`src/rtl/qsm_dim_master_pkg.sv`:
```
// Shared types and helpers for the QSM DIM readout master (qsm_dim_master).
package qsm_pkg;
    typedef enum logic [2:0] {
        ST_IDLE,
        ST_RST_PULSE,
        ST_TRIG,
        ST_SHIFT,
        ST_STORE,
        ST_FB_CHK,
        ST_DELAY
    } qsm_state_e;

    localparam int FRAME_BITS = 17;
    localparam int MAX_DEV    = 8;
    localparam int TICK_W     = 20;

    function automatic logic [6:0] pack_addr(input logic [2:0] dev, input logic [3:0] regn);
        return {dev, regn};
    endfunction

    // The SRAM window only holds MAX_DEV devices, so larger requests are clamped.
    function automatic logic [3:0] eff_max(input logic [3:0] max_no);
        return (max_no > 4'(MAX_DEV)) ? 4'(MAX_DEV) : max_no;
    endfunction
endpackage

```
`src/rtl/qsm_dim_master_if.sv`:
```
// Readout SRAM write port driven by qsm_dim_master.
interface qsm_dim_master_if;
    logic        mem_we_o;
    logic [6:0]  mem_addr_o;
    logic [15:0] mem_data_o;

    modport master (output mem_we_o, mem_addr_o, mem_data_o);
    modport slave  (input  mem_we_o, mem_addr_o, mem_data_o);
endinterface

```
`src/rtl/qsm_dim_master_tick_gen.sv`:
```
// qsm_tick_gen: microsecond prescaler feeding a down-counter; o_last marks the
// final cycle of an i_us x US_TICKS window started by i_load.
module qsm_tick_gen
    import qsm_pkg::*;
#(
    parameter int US_TICKS = 100
) (
    input  logic              clk_i,
    input  logic              rst_n_i,
    input  logic              i_load,
    input  logic [TICK_W-1:0] i_us,
    output logic              o_last
);
    localparam int PW = (US_TICKS > 1) ? $clog2(US_TICKS) : 1;
    localparam logic [PW-1:0] PRE_END = PW'(US_TICKS - 1);

    logic [PW-1:0]     r_pre;
    logic [TICK_W-1:0] r_cnt;
    logic              r_run;

    assign o_last = r_run && (r_cnt == TICK_W'(1)) && (r_pre == PRE_END);

    always_ff @(posedge clk_i) begin
        if (!rst_n_i) begin
            r_pre <= '0;
            r_cnt <= '0;
            r_run <= 1'b0;
        end else if (i_load) begin
            r_pre <= '0;
            r_cnt <= i_us;
            r_run <= (i_us != '0);
        end else if (r_run) begin
            if (r_pre == PRE_END) begin
                r_pre <= '0;
                r_cnt <= r_cnt - TICK_W'(1);
                if (r_cnt == TICK_W'(1)) r_run <= 1'b0;
            end else begin
                r_pre <= r_pre + 1'b1;
            end
        end
    end
endmodule

```
`src/rtl/qsm_dim_master.sv`:
```
// QSPI master for DIM readout: trigger, shift 17-bit frames per device, store words.
// Optional feedback-line check enabled by defining QSM_FB_CHECK_EN.
module qsm_dim_master
    import qsm_pkg::*;
#(
    parameter int CLK_DIV  = 4,
    parameter int US_TICKS = 100,
    parameter int RESET_US = 1000
) (
    input  logic             clk_i,
    input  logic             rst_n_i,
    input  logic             ctrl_reset_i,
    input  logic             ctrl_trig_i,
    input  logic [3:0]       last_reg_adr_i,
    input  logic [3:0]       max_dim_no_i,
    input  logic [9:0]       read_delay_i,
    output logic             busy_o,
    output logic             done_o,
    output logic             err_many_o,
    output logic             err_fb_o,
    output logic [3:0]       dim_count_o,
    output logic             dim_reset_o,
    output logic             dim_trig_o,
    output logic             dim_clk_o,
    input  logic             dim_data_i,
    input  logic             dim_fb_i,
    qsm_dim_master_if.master mem
);
    localparam int BIT_CYC = 2 * CLK_DIV;
    localparam int PH_W    = (BIT_CYC > 1) ? $clog2(BIT_CYC) : 1;
    localparam logic [PH_W-1:0] PH_RISE = PH_W'(CLK_DIV - 1);
    localparam logic [PH_W-1:0] PH_END  = PH_W'(BIT_CYC - 1);

    qsm_state_e        r_state;
    logic [PH_W-1:0]   r_phase;
    logic [4:0]        r_bit;
    logic              r_gap;
    logic              r_sample;
    logic [15:0]       r_sr;
    logic [3:0]        r_dev, r_reg, r_last_reg, r_max;
    logic [9:0]        r_delay;
    logic              r_busy, r_done, r_err_many, r_err_fb;
    logic [3:0]        r_count;
    logic              r_dim_rst, r_dim_trig, r_dim_clk;
    logic              r_we;
    logic [6:0]        r_addr;
    logic [15:0]       r_data;

    logic              w_last_reg;
    logic              w_tk_load;
    logic [TICK_W-1:0] w_tk_us;
    logic              w_tk_last;

    assign w_last_reg = (r_reg == r_last_reg);
    assign w_tk_load  = ctrl_reset_i ||
                        ((r_state == ST_FB_CHK) && !w_last_reg && (r_delay != '0));
    assign w_tk_us    = ctrl_reset_i ? TICK_W'(RESET_US) : TICK_W'(r_delay);

    qsm_tick_gen #(.US_TICKS(US_TICKS)) u_tick (
        .clk_i   (clk_i),
        .rst_n_i (rst_n_i),
        .i_load  (w_tk_load),
        .i_us    (w_tk_us),
        .o_last  (w_tk_last)
    );

`ifndef QSM_FB_CHECK_EN
    logic w_unused_fb;
    assign w_unused_fb = dim_fb_i;
`endif

    always_ff @(posedge clk_i) begin
        if (!rst_n_i) begin
            r_state    <= ST_IDLE;
            r_phase    <= '0;
            r_bit      <= '0;
            r_gap      <= 1'b0;
            r_sample   <= 1'b0;
            r_sr       <= '0;
            r_dev      <= '0;
            r_reg      <= '0;
            r_last_reg <= '0;
            r_max      <= '0;
            r_delay    <= '0;
            r_busy     <= 1'b0;
            r_done     <= 1'b0;
            r_err_many <= 1'b0;
            r_err_fb   <= 1'b0;
            r_count    <= '0;
            r_dim_rst  <= 1'b0;
            r_dim_trig <= 1'b0;
            r_dim_clk  <= 1'b0;
            r_we       <= 1'b0;
            r_addr     <= '0;
            r_data     <= '0;
        end else begin
            r_we <= 1'b0;
            if (ctrl_reset_i) begin
                r_state    <= ST_RST_PULSE;
                r_busy     <= 1'b1;
                r_done     <= 1'b0;
                r_err_many <= 1'b0;
                r_err_fb   <= 1'b0;
                r_count    <= '0;
                r_dim_rst  <= 1'b1;
                r_dim_trig <= 1'b0;
                r_dim_clk  <= 1'b0;
            end else begin
                case (r_state)
                    ST_IDLE: begin
                        if (ctrl_trig_i) begin
                            r_last_reg <= last_reg_adr_i;
                            r_max      <= eff_max(max_dim_no_i);
                            r_delay    <= read_delay_i;
                            r_done     <= 1'b0;
                            r_err_many <= 1'b0;
                            r_err_fb   <= 1'b0;
                            r_reg      <= '0;
                            r_dev      <= '0;
                            r_busy     <= 1'b1;
                            r_dim_trig <= 1'b1;
                            r_phase    <= '0;
                            r_state    <= ST_TRIG;
                        end
                    end
                    ST_RST_PULSE: begin
                        if (w_tk_last) begin
                            r_dim_rst <= 1'b0;
                            r_busy    <= 1'b0;
                            r_state   <= ST_IDLE;
                        end
                    end
                    ST_TRIG: begin
                        if (r_phase == PH_END) begin
                            r_dim_trig <= 1'b0;
                            r_phase    <= '0;
                            r_bit      <= '0;
                            r_gap      <= 1'b1;
                            r_state    <= ST_SHIFT;
                        end else begin
                            r_phase <= r_phase + 1'b1;
                        end
                    end
                    ST_SHIFT: begin
                        // One idle bit period after the trigger lets the chain load its words.
                        if (r_phase == PH_RISE && !r_gap) begin
                            r_dim_clk <= 1'b1;
                            r_sample  <= dim_data_i;
                            if (r_bit != '0) r_sr <= {r_sr[14:0], dim_data_i};
                        end
                        if (r_phase == PH_END) begin
                            r_phase   <= '0;
                            r_dim_clk <= 1'b0;
                            r_gap     <= 1'b0;
                            if (!r_gap) begin
                                if (r_bit == '0) begin
                                    if (!r_sample) begin
                                        r_state <= ST_FB_CHK;
                                    end else if (r_dev == r_max) begin
                                        r_err_many <= 1'b1;
                                        r_state    <= ST_FB_CHK;
                                    end else begin
                                        r_bit <= 5'd1;
                                    end
                                end else if (r_bit == 5'(FRAME_BITS - 1)) begin
                                    r_we    <= 1'b1;
                                    r_addr  <= pack_addr(r_dev[2:0], r_reg);
                                    r_data  <= r_sr;
                                    r_state <= ST_STORE;
                                end else begin
                                    r_bit <= r_bit + 5'd1;
                                end
                            end
                        end else begin
                            r_phase <= r_phase + 1'b1;
                        end
                    end
                    ST_STORE: begin
                        r_dev   <= r_dev + 4'd1;
                        r_bit   <= '0;
                        r_phase <= '0;
                        r_state <= ST_SHIFT;
                    end
                    ST_FB_CHK: begin
                        r_count <= r_dev;
`ifdef QSM_FB_CHECK_EN
                        if (!dim_fb_i) r_err_fb <= 1'b1;
`endif
                        if (w_last_reg) begin
                            r_busy  <= 1'b0;
                            r_done  <= 1'b1;
                            r_state <= ST_IDLE;
                        end else begin
                            r_reg <= r_reg + 4'd1;
                            r_dev <= '0;
                            if (r_delay == '0) begin
                                r_dim_trig <= 1'b1;
                                r_phase    <= '0;
                                r_state    <= ST_TRIG;
                            end else begin
                                r_state <= ST_DELAY;
                            end
                        end
                    end
                    ST_DELAY: begin
                        if (w_tk_last) begin
                            r_dim_trig <= 1'b1;
                            r_phase    <= '0;
                            r_state    <= ST_TRIG;
                        end
                    end
                    default: r_state <= ST_IDLE;
                endcase
            end
        end
    end

    assign busy_o         = r_busy;
    assign done_o         = r_done;
    assign err_many_o     = r_err_many;
    assign err_fb_o       = r_err_fb;
    assign dim_count_o    = r_count;
    assign dim_reset_o    = r_dim_rst;
    assign dim_trig_o     = r_dim_trig;
    assign dim_clk_o      = r_dim_clk;
    assign mem.mem_we_o   = r_we;
    assign mem.mem_addr_o = r_addr;
    assign mem.mem_data_o = r_data;
endmodule
```
`src/flat_wrapper.sv`:
```
// flat-port wrapper written by rule: the top's interface ports become plain ports
module qsm_dim_master_flat import qsm_pkg::*;
#(
    parameter int CLK_DIV  = 4,
    parameter int US_TICKS = 100,
    parameter int RESET_US = 1000
)
  (clk_i, rst_n_i, ctrl_reset_i, ctrl_trig_i, last_reg_adr_i, max_dim_no_i, read_delay_i, busy_o, done_o, err_many_o, err_fb_o, dim_count_o, dim_reset_o, dim_trig_o, dim_clk_o, dim_data_i, dim_fb_i, mem_mem_we_o, mem_mem_addr_o, mem_mem_data_o);
  qsm_dim_master_if mem_i ();
  input  logic clk_i;
  input  logic rst_n_i;
  input  logic ctrl_reset_i;
  input  logic ctrl_trig_i;
  input  logic [3:0] last_reg_adr_i;
  input  logic [3:0] max_dim_no_i;
  input  logic [9:0] read_delay_i;
  output logic busy_o;
  output logic done_o;
  output logic err_many_o;
  output logic err_fb_o;
  output logic [3:0] dim_count_o;
  output logic dim_reset_o;
  output logic dim_trig_o;
  output logic dim_clk_o;
  input  logic dim_data_i;
  input  logic dim_fb_i;
  output wire logic [$bits(mem_i.mem_we_o)-1:0] mem_mem_we_o;
  output wire logic [$bits(mem_i.mem_addr_o)-1:0] mem_mem_addr_o;
  output wire logic [$bits(mem_i.mem_data_o)-1:0] mem_mem_data_o;
  assign mem_mem_we_o = mem_i.mem_we_o;
  assign mem_mem_addr_o = mem_i.mem_addr_o;
  assign mem_mem_data_o = mem_i.mem_data_o;
  qsm_dim_master #(.CLK_DIV(CLK_DIV), .US_TICKS(US_TICKS), .RESET_US(RESET_US)) u_core (.clk_i(clk_i), .rst_n_i(rst_n_i), .ctrl_reset_i(ctrl_reset_i), .ctrl_trig_i(ctrl_trig_i), .last_reg_adr_i(last_reg_adr_i), .max_dim_no_i(max_dim_no_i), .read_delay_i(read_delay_i), .busy_o(busy_o), .done_o(done_o), .err_many_o(err_many_o), .err_fb_o(err_fb_o), .dim_count_o(dim_count_o), .dim_reset_o(dim_reset_o), .dim_trig_o(dim_trig_o), .dim_clk_o(dim_clk_o), .dim_data_i(dim_data_i), .dim_fb_i(dim_fb_i), .mem(mem_i));
endmodule
```
`config.mk`:
```
export PLATFORM = sky130hd
export DESIGN_NAME = qsm_dim_master_flat
export DESIGN_NICKNAME = d
export VERILOG_FILES = /design/src/rtl/qsm_dim_master_pkg.sv /design/src/rtl/qsm_dim_master_if.sv /design/src/rtl/qsm_dim_master_tick_gen.sv /design/src/rtl/qsm_dim_master.sv /design/src/flat_wrapper.sv
export SDC_FILE = /design/constraint.sdc
export NUM_CORES = 1
export LEC_CHECK = 0
export ABC_AREA = 1
export CORE_AREA = 4 4 124 96
export CTS_BUF_LIST = sky130_fd_sc_hd__clkbuf_8
export DETAILED_ROUTE_END_ITERATION = 10
export DIE_AREA = 0 0 128 100
export PLACE_DENSITY = 0.77
export SLEW_MARGIN = 5
export SYNTH_ARGS = -nofsm -noshare
export SYNTH_HDL_FRONTEND = slang
export SYNTH_SLANG_ARGS = --single-unit
```
`constraint.sdc`:
```
create_clock -name clk_i -period 1.7 [get_ports clk_i]
set_clock_uncertainty 0.15 [all_clocks]
set_input_delay 0.255 -clock clk_i [delete_from_list [all_inputs] [get_ports clk_i]]
set_output_delay 0.255 -clock clk_i [all_outputs]
set_load 0.05 [all_outputs]
```
==> results.toml, run 1 <==
[sta]
final_hold_viol_count = 0
setup_viol_count_final = 57
period_share_pct = 108.0
rsz0062_at_grt = "yes"
fmax_ghz = 0.5449
fin_ws_ps = -135.3
maxSlewViolCount = 0
timing.hold.ws_ps = 211.9
fin_crit_ps = 1835

[setup_path]
worstSetupEndpoint = "u_core.r_state[0]"
startpoint = "u_core.u_tick.r_pre[0]"
rr_worst_depth = 13
reg2reg_from = "u_core.u_tick.r_pre[0]"
cp-start-kind = "register"
cp_max_fo = 3
endpoint_kind = "register"
cp.arrival_ps = 2070
r2r_slack_ps = -140
required_ps = 1930
r2r-end = "u_core.r_state[0]"
crit_type = "register to register"

[placed_design]
detailed_place_hpwl_um = 10660
io_buffers = 56
finalWeightedCongestion = 0.9541
preCtsSetupSlack_ps = -299.7
placed_cells = 1039

[global_routing]
grt_overflow = 0
gr-usage-all-layers_pct = 26.49
grt_max_degree = 37
antenna_found_initial = 0
grt_pass1_vias = 5889
grt_first_pass_wirelength_um = 27340

[synthesis]
synth_area_um2 = 5555
synth-main-ff-cell = "dfxtp_1"
ys_types = 46
synth_edf_count = 0
syn-num-nets = 805
syn-instance-count = 771
synth_warnings = 0
yosysSeqAreaShare_pct = 42.16
async_flop_share_pct = 0
ys_ff_latch = 117
syn-mean-instance-area_um2 = 7.205

[finish]
multiInputGateArea_um2 = 3422
area_growth_pct = 48.56
num-fill-cells = 660
seqCellArea_um2 = 2370
fin_cells = 1097
num-nets-final = 978
final_util_pct = 76.88
largest_reg_flops = 20
regMostFlops = "u_core.u_tick.r_cnt"
drive_gt1_share_pct = 40.44
final_common_cell = "buf_4"
final_cell_mix = "130 x buf_4, 129 x nor2_1, 99 x dfxtp_1"
num_antenna_cells = 0

[clock_tree]
htreeDepth = 4
numClockSinks = 117
ctsHoldBuffers = 0
clock_path_buffers = 2
cts_buffers = 17
cts_tree = "built"
clk_latency_ps = 450
path_clk_slew_ps = 70
cts_root_buf = "clkbuf_8"

[detailed_routing]
drc = 0
wl_per_cell_um = 16.66
dr.pass1.iters = 6
antenna_left = 0
via_per_inst = 5.541
routed_wl_um = 18280
drt_iter0_markers = 572
vias = 6079

[pwr]
p_per_area_nw_per_um2 = 826.9
vdd_ir_drop_max_mv = 0.5961
leakage_nw = 3.592
p_total_mw = 6.824

[floorplanning]
core-area_um2 = 10740
core.rowCount = 33
pin_count = 59
die_height_um = 100
initial_core_util_pct = 51.75
die_x_um = 128
dieArea_um2 = 12800

[min_path]
hold_path_class = "input pin to register"

[job]
max_cap_viol_count = 0

[outcome]
violations = "setup timing"
status = "finished with violations"
[critical path, cell delays in order, from the launching register on]
cell and delay (ps):
dfxtp_2 360, ha_4 160, nand2_4 50, nor2_4 100, nand3_2 90, nor2_2 140
nand2_2 110, nand2_4 90, nand2_2 80, nand2_1 100, nand3_1 90, nand2_1 90
inv_1 60, nor2_1 90
[worst min-delay path by stage]
stage / end / start / depth (start not counted)
after floorplan: u_core.r_delay[0] / read_delay_i[0] / 2
after global placement: u_core.r_max[1] / u_core.r_max[1] / 2
after detailed placement: u_core.r_max[3] / u_core.r_max[3] / 2
after CTS: u_core.r_max[2] / rst_n_i / 4
after global routing: u_core.r_max[1] / max_dim_no_i[1] / 3
final: u_core.dim_trig_o / rst_n_i / 6
[through the flow]
| stage | setup TNS (ps) | instance area, um^2 |
|---|---|---|
| 6_report | -3157 | 8253 |
| 5_1_grt | -10900 | 8253 |
| 4_1_cts | -2360 | 7769 |
| 3_5_place_dp | -20340 | 6864 |
| 3_3_place_gp | -16670 | 6864 |
| 2_1_floorplan | -28.96 | 5600 |
[per-layer routing]
metal / track usage, % / routed length, um / vias to the layer above / part of all wire, %
met4: 9.951 / 679 / 0 / 3.7
met5: 0 / 0 / - / 0
met1: 32.05 / 7370 / 2868 / 40
li1: - / - / 2848 / -
met2: 45.29 / 9088 / 282 / 50
met3: 7.074 / 1142 / 81 / 6.2
[power by group]
group / switching, mW / internal [mW]
combinational: 0.645 / 0.489
clock: 1.18 / 1.60
sequential: 0.0806 / 2.83
[synth_stat cells (7+ instances only)]
master,number,area [um^2]
nor2_1,174,653.1
inv_2,11,41.29
xor2_1,15,131.4
nor3_1,14,70.07
nand3_1,30,150.1
o21ai_1,8,40.04
nand2_1,113,424.2
inv_1,60,225.2
a21oi_1,52,260.3
nor2_2,7,43.79
dfxtp_1,117,2342
o21ai_0,80,400.4
buf_2,9,45.04
clkbuf_1,8,30.03
ha_1,10,125.1
[cell type report]
cell class | instances | share of cell area (%)
flip-flops and latches | 117 | 28.71
repair inverters | 2 | 0.1364
clock buffers | 18 | 3.002
repair buffers | 177 | 18.65
clock inverters | 14 | 2.047
well taps | 140 | 2.122
multi-input cells | 556 | 41.46
inverters | 73 | 3.866
[cells by family after synthesis]
logic type,after synthesis,synth area share (%)
buffers and inverters,98,7.883
other,1,0.06750
AND/OR/NAND/NOR,378,30.99
flip-flops,117,42.16
XOR/XNOR,18,2.838
AO/OA/AOI/OAI,149,13.81
adder cells (fa/ha/maj),10,2.252
[timing repair]
action                     4_1_cts  5_1_grt
setup endpoints to repair       69      105
setup buffers                   15       11
pin swaps                       52       38
resized for setup              118      144
gates cloned                     3        0
No activity file was read; power rests on OpenSTA's default activity.
==> inputs of run 2 (changes only) <==
--- a/config.mk
+++ b/config.mk
@@ -8,6 +8,7 @@
 export ABC_AREA = 1
 export CORE_AREA = 4 4 124 96
 export CTS_BUF_LIST = sky130_fd_sc_hd__clkbuf_8
+export CTS_CLUSTER_SIZE = 25
 export DETAILED_ROUTE_END_ITERATION = 10
 export DIE_AREA = 0 0 128 100
 export PLACE_DENSITY = 0.77
==> results of run 2 <==
Final layout, timing and power as in run 1 (identical DEF).
